**src/rtl/i2s_pkg.sv**
```systemverilog
// Shared definitions for the left-justified I2S blocks (receiver and transmitter).
// Contents:
//   AUDIO_DW_DEFAULT - default sample word width, also the prescaler/bit counter width
//   rx_state_e       - receiver framing state (SYNC, LEFT, RIGHT)
package i2s_pkg;

  localparam int AUDIO_DW_DEFAULT = 32;

  typedef enum logic [1:0] {
    SYNC  = 2'd0,  // waiting for the first lrclk fall
    LEFT  = 2'd1,  // receiving the left channel
    RIGHT = 2'd2   // receiving the right channel
  } rx_state_e;

endpackage

```
**src/rtl/i2s_rx_slave_lj_if.sv**
```systemverilog
// Parallel stereo-pair output bus of the LJ receiver.
// Signals:
//   left_chan  - received left word
//   right_chan - received right word
//   out_valid  - a pair is available
//   out_ready  - consumer accepts the pair
// Modports: master (receiver side), slave (downstream consumer side).
interface i2s_rx_slave_lj_if
  import i2s_pkg::*;
#(
  parameter int AUDIO_DW = AUDIO_DW_DEFAULT
) ();

  logic [AUDIO_DW-1:0] left_chan;
  logic [AUDIO_DW-1:0] right_chan;
  logic                out_valid;
  logic                out_ready;

  modport master (
    output left_chan,
    output right_chan,
    output out_valid,
    input  out_ready
  );

  modport slave (
    input  left_chan,
    input  right_chan,
    input  out_valid,
    output out_ready
  );

endinterface

```
**src/rtl/i2s_lr_edge.sv**
```systemverilog
// Word-select edge detector: registers lrclk once per sclk and flags its edges.
// Ports:
//   sclk  - bit clock
//   lrclk - word select from the external master
//   rise  - lrclk went 0 -> 1 (combinational, valid in the detecting cycle)
//   fall  - lrclk went 1 -> 0 (combinational, valid in the detecting cycle)
module i2s_lr_edge (
  input  logic sclk,
  input  logic lrclk,
  output logic rise,
  output logic fall
);

  logic lr_d;

  // The delayed copy loads lrclk both in and out of reset, so the cycle after
  // reset never sees a stale value and cannot report a false edge. No reset
  // branch is therefore needed here.
  always_ff @(posedge sclk) begin
    lr_d <= lrclk;
  end

  assign fall = lr_d & ~lrclk;
  assign rise = ~lr_d & lrclk;

endmodule

```
**src/rtl/i2s_rx_slave_lj.sv**
```systemverilog
// Left-justified I2S receiver, slave mode.
// Samples sdata on rising sclk inside frames delimited by an external lrclk
// (0 = left, 1 = right), deserialises MSB-first words and presents each
// completed stereo pair on a single-entry valid/ready output register.
// Ports:
//   sclk      - bit clock, sole clock
//   rst       - synchronous active-high reset
//   prescaler - expected sclk cycles per channel (static while out of reset)
//   lrclk     - word select, sdata - serial data
//   out_if    - pair output bus (left_chan, right_chan, out_valid, out_ready)
//   overflow  - 1-cycle pulse: a pair was overwritten before being accepted
//   frame_err - 1-cycle pulse: channel length differed from prescaler
// Build option: I2S_RX_FRAME_CHECK_EN enables the channel-length check;
// without it frame_err is tied low.
module i2s_rx_slave_lj
  import i2s_pkg::*;
#(
  parameter int AUDIO_DW = AUDIO_DW_DEFAULT
) (
  input  logic                  sclk,
  input  logic                  rst,
  input  logic [AUDIO_DW-1:0]   prescaler,
  input  logic                  lrclk,
  input  logic                  sdata,
  i2s_rx_slave_lj_if.master     out_if,
  output logic                  overflow,
  output logic                  frame_err
);

  localparam logic [AUDIO_DW-1:0] DW_LIMIT = AUDIO_DW'(AUDIO_DW);
  localparam logic [AUDIO_DW-1:0] MSB_ONE  = {1'b1, {(AUDIO_DW-1){1'b0}}};

  rx_state_e           state_q, state_d;
  logic                rise, fall;
  logic                chan_start, left_end, commit;
  logic [AUDIO_DW-1:0] bit_cnt;
  logic [AUDIO_DW-1:0] shift_q;
  logic [AUDIO_DW-1:0] left_buf;
  logic [AUDIO_DW-1:0] left_q, right_q;
  logic                valid_q;

  i2s_lr_edge u_lr_edge (
    .sclk  (sclk),
    .lrclk (lrclk),
    .rise  (rise),
    .fall  (fall)
  );

  always_ff @(posedge sclk) begin
    if (rst) state_q <= SYNC;
    else     state_q <= state_d;
  end

  // NOTE: every output of this block gets a default before the case so no
  // path leaves a signal unassigned, which would infer a latch.
  always_comb begin
    state_d    = state_q;
    chan_start = 1'b0;
    left_end   = 1'b0;
    commit     = 1'b0;
    unique case (state_q)
      SYNC: begin
        // A rise here is ignored: only a fall marks a frame boundary.
        if (fall) begin
          state_d    = LEFT;
          chan_start = 1'b1;
        end
      end
      LEFT: begin
        if (rise) begin
          state_d    = RIGHT;
          chan_start = 1'b1;
          left_end   = 1'b1;
        end
      end
      RIGHT: begin
        if (fall) begin
          state_d    = LEFT;
          chan_start = 1'b1;
          commit     = 1'b1;
        end
      end
      default: state_d = SYNC;
    endcase
  end

  // Deserialiser. The shift word starts at zero each channel, so bits are
  // OR-ed into place and a short channel leaves its LSBs at 0.
  // NOTE: non-blocking assignments mean left_buf and right_q below capture
  // the finished word of the ending channel, not the restarted one.
  always_ff @(posedge sclk) begin
    if (rst) begin
      bit_cnt  <= '0;
      shift_q  <= '0;
      left_buf <= '0;
    end else begin
      if (chan_start) begin
        shift_q <= MSB_ONE & {AUDIO_DW{sdata}};
        bit_cnt <= AUDIO_DW'(1);
      end else if (state_q != SYNC) begin
        if ((bit_cnt < DW_LIMIT) && (bit_cnt < prescaler))
          shift_q <= shift_q | ({AUDIO_DW{sdata}} & (MSB_ONE >> bit_cnt));
        if (bit_cnt != '1)
          bit_cnt <= bit_cnt + 1'b1;
      end
      if (left_end)
        left_buf <= shift_q;
    end
  end

  // Single-entry output register. A commit always wins: it reloads the pair
  // and keeps valid high, even when the old pair is accepted in that cycle.
  always_ff @(posedge sclk) begin
    if (rst) begin
      left_q   <= '0;
      right_q  <= '0;
      valid_q  <= 1'b0;
      overflow <= 1'b0;
    end else begin
      overflow <= commit & valid_q & ~out_if.out_ready;
      if (commit) begin
        left_q  <= left_buf;
        right_q <= shift_q;
        valid_q <= 1'b1;
      end else if (valid_q && out_if.out_ready) begin
        valid_q <= 1'b0;
      end
    end
  end

  assign out_if.left_chan  = left_q;
  assign out_if.right_chan = right_q;
  assign out_if.out_valid  = valid_q;

`ifdef I2S_RX_FRAME_CHECK_EN
  // bit_cnt equals the number of sclk cycles spent in the channel when the
  // ending edge is detected.
  logic frame_err_q;
  logic chan_end;

  assign chan_end = left_end | commit;

  always_ff @(posedge sclk) begin
    if (rst) frame_err_q <= 1'b0;
    else     frame_err_q <= chan_end && (bit_cnt != prescaler);
  end

  assign frame_err = frame_err_q;
`else
  assign frame_err = 1'b0;
`endif

endmodule

```
**src/flat_wrapper.sv**
```systemverilog
// flat-port wrapper written by rule: the top's interface ports become plain ports
module i2s_rx_slave_lj_flat import i2s_pkg::*;
#(
  parameter int AUDIO_DW = AUDIO_DW_DEFAULT
)
  (sclk, rst, prescaler, lrclk, sdata, overflow, frame_err, out_if_left_chan, out_if_right_chan, out_if_out_valid, out_if_out_ready);
  i2s_rx_slave_lj_if #(.AUDIO_DW(AUDIO_DW)) out_if_i ();
  input  logic sclk;
  input  logic rst;
  input  logic [AUDIO_DW-1:0] prescaler;
  input  logic lrclk;
  input  logic sdata;
  output logic overflow;
  output logic frame_err;
  output wire logic [$bits(out_if_i.left_chan)-1:0] out_if_left_chan;
  output wire logic [$bits(out_if_i.right_chan)-1:0] out_if_right_chan;
  output wire logic [$bits(out_if_i.out_valid)-1:0] out_if_out_valid;
  input wire logic [$bits(out_if_i.out_ready)-1:0] out_if_out_ready;
  assign out_if_left_chan = out_if_i.left_chan;
  assign out_if_right_chan = out_if_i.right_chan;
  assign out_if_out_valid = out_if_i.out_valid;
  assign out_if_i.out_ready = out_if_out_ready;
  i2s_rx_slave_lj #(.AUDIO_DW(AUDIO_DW)) u_core (.sclk(sclk), .rst(rst), .prescaler(prescaler), .lrclk(lrclk), .sdata(sdata), .out_if(out_if_i), .overflow(overflow), .frame_err(frame_err));
endmodule
```
**config.mk**
```make
export PLATFORM = sky130hd
export DESIGN_NAME = i2s_rx_slave_lj_flat
export DESIGN_NICKNAME = d
export VERILOG_FILES = /design/src/rtl/i2s_pkg.sv /design/src/rtl/i2s_rx_slave_lj_if.sv /design/src/rtl/i2s_lr_edge.sv /design/src/rtl/i2s_rx_slave_lj.sv /design/src/flat_wrapper.sv
export SDC_FILE = /design/constraint.sdc
export NUM_CORES = 1
export LEC_CHECK = 0
export BUFFER_PORTS_ARGS = -buffer_cell sky130_fd_sc_hd__buf_4
export CAP_MARGIN = 20
export CORE_MARGIN = 8
export CORE_UTILIZATION = 57
export DETAILED_ROUTE_END_ITERATION = 6
export PLACE_DENSITY = 0.8
export SYNTH_ARGS = -nofsm -noshare
export SYNTH_HDL_FRONTEND = slang
export SYNTH_SLANG_ARGS = --single-unit
```
**constraint.sdc**
```tcl
create_clock -name sclk -period 2.7 [get_ports sclk]
set_input_delay 0.135 -clock sclk [delete_from_list [all_inputs] [get_ports sclk]]
set_output_delay 0.135 -clock sclk [all_outputs]
set_load 0.02 [all_outputs]
```
# After elaboration in Yosys (flattened, before gate mapping)
# Cells that the tools add are included.
[totals]
register_bits = 165
in_bits = 37
out_inout_bits = 67
word_cells = 60
[op_classes]
n_addsub = 1
order_cmp = 2
n_eq_ne = 5
shift = 1
n_mux = 16
bitwise_logic = 9
n_reduce_logical = 15
[ops]
columns = ["cell", "n"]
rows = [
  ["two-way mux 32 bit", 3],
  ["adder 32 x 1 -> 32 bit, second input constant", 1],
  ["bitwise AND 32 bit", 1],
  ["less-than comparator 32 bit", 1],
  ["less-than comparator 32 x 6 -> 1 bit, second input constant", 1],
  ["!= test 32 bit, second input constant", 1],
  ["OR 32 bit", 1],
  ["right shift 32 x 32 -> 32 bit, first input constant", 1],
  ["AND reduction 2 bit", 5],
  ["nonzero test 2 bit", 5],
  ["two-way mux 1 bit", 9],
  ["bitwise AND 1 bit", 4],
  ["two-way mux 2 bit", 2],
  ["!= test 2 x 1 -> 1 bit, second input constant", 2],
  ["case mux 2 bit (2 select lines)", 1],
  ["OR reduction 2 bit", 2],
  ["NOT 1 bit", 3],
  ["equality test 2 x 1 -> 1 bit, second input constant", 1],
  ["equality test 2 bit, second input constant", 1],
  ["logical AND 1 bit", 2],
  ["zero test 2 bit", 1],
  ["case mux 1 bit (2 select lines)", 1],
]

# Longest topological paths before layout
[depth]
ltp_word = 6
ltp_mapped = 9
mapped_depth_nobuf = 8

# Hierarchy
# A second synthesis with hierarchy kept.
[unflattened]
hier_cells = 917
area_unflattened_um2 = 7176.9
[by_module_without_submodules]
columns = ["mod", "instances", "cells_each", "area_per_inst_um2", "seq_area_each_um2"]
rows = [
  ["i2s_rx_slave_lj", 1, 914, 7141.8, 3283.1],
  ["i2s_lr_edge", 1, 3, 35.0, 20.0],
]

# Least setup slack after synthesis
# No wires, ideal clock.
[synth_path]
path_kind = "register to register"
start = "reg u_core.bit_cnt[6]"
end = "reg u_core.bit_cnt[28]"
setup_time_ns = 0.070
t_arrival_ns = 2.050
required_time_ns = 2.630
slack_ns = 0.580
path_stages_with_launch = 8
n_path_buf = 1
synth_period_minus_slack_ns = 2.120
cell_sequence = "dfxtp_1 -> nand4_2 -> or3_1 -> buf_6 -> or3b_1 -> nand3b_4 -> or3_1 -> a21oi_1"
[synth_between]
elab_chain_len = 2
elab_cells_between_ends = 3
classes_between = "add/sub: 1; eq/ne: 1; reduce/logical: 1"
[synth_lines]
columns = ["element", "line_no", "text"]
rows = [
  ["from (decl)", "i2s_rx_slave_lj.sv:36", "logic [AUDIO_DW-1:0] bit_cnt;"],
  ["from (signal assigned)", "i2s_rx_slave_lj.sv:104", "bit_cnt <= bit_cnt + 1'b1;"],
  ["parallel branches: the longest is 2 deep, another holds adder 32 x 1 -> 32 bit", "--", ""],
]
# Parallel ways; which one is timed is not known.
# A chain may end at the register's enable or synchronous reset.

# Worst setup path after layout
[layout_path]
start = "reg u_core.bit_cnt[29]"
end = "reg u_core.shift_q[24]"
[layout_between]
elab_chain_len = 3
elab_cells_between_ends = 7
classes_between = "order compare: 2; shift: 1; bitwise: 2; reduce/logical: 2"
[layout_lines]
columns = ["element", "line_no", "text"]
rows = [
  ["less-than comparator 32 x 6 -> 1 bit, or another cell as far along", "i2s_rx_slave_lj.sv:101", "if ((bit_cnt < DW_LIMIT) && (bit_cnt < prescaler))"],
  ["logical AND 1 bit / bitwise AND 32 bit (equally long branches)", "i2s_rx_slave_lj.sv:101, i2s_rx_slave_lj.sv:102", ""],
  ["AND reduction 2 bit (no source line) / OR 32 bit (equally long branches)", "--", ""],
  ["to (signal assigned)", "i2s_rx_slave_lj.sv:98", "shift_q <= MSB_ONE & {AUDIO_DW{sdata}};"],
  ["to (signal assigned)", "i2s_rx_slave_lj.sv:102", "shift_q <= shift_q | ({AUDIO_DW{sdata}} & (MSB_ONE >> bit_cnt));"],
  ["to (decl)", "i2s_rx_slave_lj.sv:37", "logic [AUDIO_DW-1:0] shift_q;"],
]
# Several ways; a longest one is shown, not always the timed one.

==> reports/qor.yml <==
setup_path:
  worst_path_largest_cell_delay_ns: 0.52
  cp_slowest_cell: "nor4_1"
  required_ns: 3.04
  crit_path_max_fanout: 7
  cp_top_family: "simple AND/OR/NAND/NOR gates"
  criticalPathCategory: "reg2reg"
  path_cells: "ha_1 -> a21oi_1 -> nor2_1 -> nor4_1 -> nor2b_1 -> nand2_1 -> o31ai_1"
  critPathBufInv: 0
  cp.arrival_ns: 2.83
  crit_path_end_kind: "register"
  critPathLaunchType: "register"
placement:
  pre_cts_ws_ns: 0.275
  dp_hpwl_um: 11800
  numPortBuffers: 102
  gp_congestion: 0.929
  place_area_sq_mm: 0.00801
sta:
  rsz0062_at_grt: "false"
  finalSetupViolCount: 0
  tightest_slew_ns: 1.04
  fin_crit_sh_pct: 92.2
  slew_headroom_pct: 30.5
  fin_crit_ns: 2.49
  hold_viol: 0
  setup_ws_ns: 0.211
  max_freq_mhz: 402
  skew_ns: 0.0149
  slew_violations: 0
  fin_tns_setup_ns: 0
layout:
  n_antenna_cell: 0
  drive_gt1_share_pct: 16.9
  finish.net_count: 1039
  area_delta_synth_final_pct: 21.7
  final_core_util_pct: 69.8
  postLayoutCellArea_sq_mm: 0.00867
drt:
  dr.pass1.iters: 5
  num_vias: 6406
  vias_per_cell: 5.55
  drt_iter0_markers: 508
  drt.antenna.violating_nets: 0
  drc: 0
  wl_per_cell_um: 15.1
  routed_wl_um: 17400
power_and_ir_drop:
  p_leak_nw: 3.41
  vdd_drop_max_mv: 0.438
  p_per_area_mw_per_mm2: 607
  power_mw: 5.26
global_routing:
  track_usage_pct: 21.3
  grt_pass1_vias: 5919
  grt_max_degree: 104
  grt_pass1_wl_um: 28300
  antenna_found_initial: 0
  globalRouteOverflowTotal: 0
yosys:
  synth-simple-area-share_pct: 24.7
  ys_top_cells_by_area: "dfxtp_1 46%, nand2_1 13%, a21oi_1 8.6%"
  synth_xor_area_share_pct: 2.09
  syn_area_per_cell_sq_um: 8.05
  ys_top_cells_by_count: "256 x nand2_1, 165 x dfxtp_1, 122 x a21oi_1"
  ys_async_sr_fraction_pct: 0
  yosysUniqueCellTypes: 55
  yosysWarnings: 0
  yosysMostFrequentCell: "nand2_1"
  muxShareOfSynthArea_pct: 0
  syn_nets: 954
  yosysTopAreaCellShare_pct: 46.4
  netlist_instances: 885
  synth_compound_area_share_pct: 15.9
  synth_fa_ha_area_share_pct: 5.62
  yosysSeqAreaShare_pct: 46.4
  synth_top_area_cell: "dfxtp_1"
  synth-main-ff-cell: "dfxtp_1"
  ys_ff_latch: 165
  synth_top_family_by_area: "simple AND/OR/NAND/NOR gates"
  synth_area_sq_mm: 0.00713
  synth_edf_count: 0
clock_tree:
  cts-root-buf: "clkbuf_16"
  numClockSinks: 165
  cts_buffers: 17
  clk_pin_slew_ns: 0.06
  cts_tree: "built"
  htreeDepth: 4
  post_cts_buffers: 0
  clock_latency_ns: 0.43
  clock_path_buffers: 2
floorplan:
  core_sq_mm: 0.0124
  fp.dieW_um: 128
  start_util_pct: 57.4
  core.rowCount: 41
  dieArea_sq_mm: 0.0163
  die_y_um: 128
  io_pins: 104
job:
  cap_violations: 0
min_path:
  hold_path.class: "in2reg"
run_status:
  run_status: "finished, final reports clean"
registers in the layout (all words and copies together), names as in the netlist:
name,flops
u_core.shift_q,32
u_core.bit_cnt,32
u_core.out_if.out_valid,1
u_core.out_if.left_chan,32
u_core.left_buf,32
u_core.u_lr_edge.lr_d,1
u_core.state_q,2
u_core.out_if.right_chan,32
u_core.overflow,1
cell families (layout without fill, tap and decap cells):
family          count (synthesis)  count (layout)
compound gates                191             191
xor+xnor                       17              17
fa+ha+maj                      32              32
buf+inv                        90             188
flops                         165             165
other cells                     1               1
simple gates                  389             389
final timing paths:
check	startpoint	end	slack, ns	depth (start not counted)
max	u_core.bit_cnt[29]	u_core.shift_q[24]	0.21	7
min	sdata	u_core.shift_q[31]	0.12	4
max reg2reg	u_core.bit_cnt[29]	u_core.shift_q[24]	0.21	7
min reg2reg	u_core.out_if.right_chan[8]	u_core.out_if.right_chan[8]	0.45	2
worst register-to-register path, delay by kind of cell (launching register included):
family,cells,cell delay [ns]
flops,1,0.44
fa+ha+maj,1,0.29
compound gates,2,0.49
simple gates,4,1.19
metrics by stage:
| step | std cells | hold slack, ns |
|---|---|---|
| after detailed placement | 1121 | 0.278 |
| after global routing | 1155 | 0.143 |
| after CTS | 1155 | 0.110 |
| final | 1155 | 0.123 |
| after global placement | 1121 | 0.275 |
| after floorplan | 885 | 0.163 |
per-layer routing:
layer	vias up	GRT usage, %	wire length [um]
li1	3163	-	-
met1	2985	26.0	7430
met2	230	35.2	8460
met3	28	5.16	1130
met4	0	9.30	364
met5	-	0	0
where the power goes:
group / leakage (nW) / total [mW] / switching, mW / internal, mW
combinational: 1.78 / 0.196 / 0.119 / 0.0768
sequential: 1.33 / 2.46 / 0.0163 / 2.44
clock: 0.306 / 2.61 / 0.963 / 1.65
timing repair:
item                      4_1_cts  5_1_grt
hold endpoints to repair        3        0
resized for setup               0        0
hold buffers                    2        0
area by class of cell:
class                           instances  area (sq um)
Fill cell                            1023          3740
Timing Repair Buffer                  117           896
Inverter                               39           146
Sequential cell                       165          3300
Multi-Input combinational cell        630          3470
Clock inverter                         11           198
Tap cell                              172           215
Clock buffer                           21           440
layout by cell type, fill, tap and decap left out, types with 5 or more instances in the layout:
cell type / n
nand2_1: 256
dfxtp_1: 165
a21oi_1: 122
buf_4: 114
inv_1: 39
nor2_1: 38
ha_1: 32
o31ai_1: 25
o21ai_0: 17
clkbuf_16: 17
nand3_1: 13
nand4_1: 12
xnor2_1: 9
nor4_1: 9
or3_1: 8
nor3_1: 8
xor2_1: 8
nand2b_1: 6
a31oi_1: 5
bufinv_16: 5
Note: power is estimated with default switching activity, not from simulation.
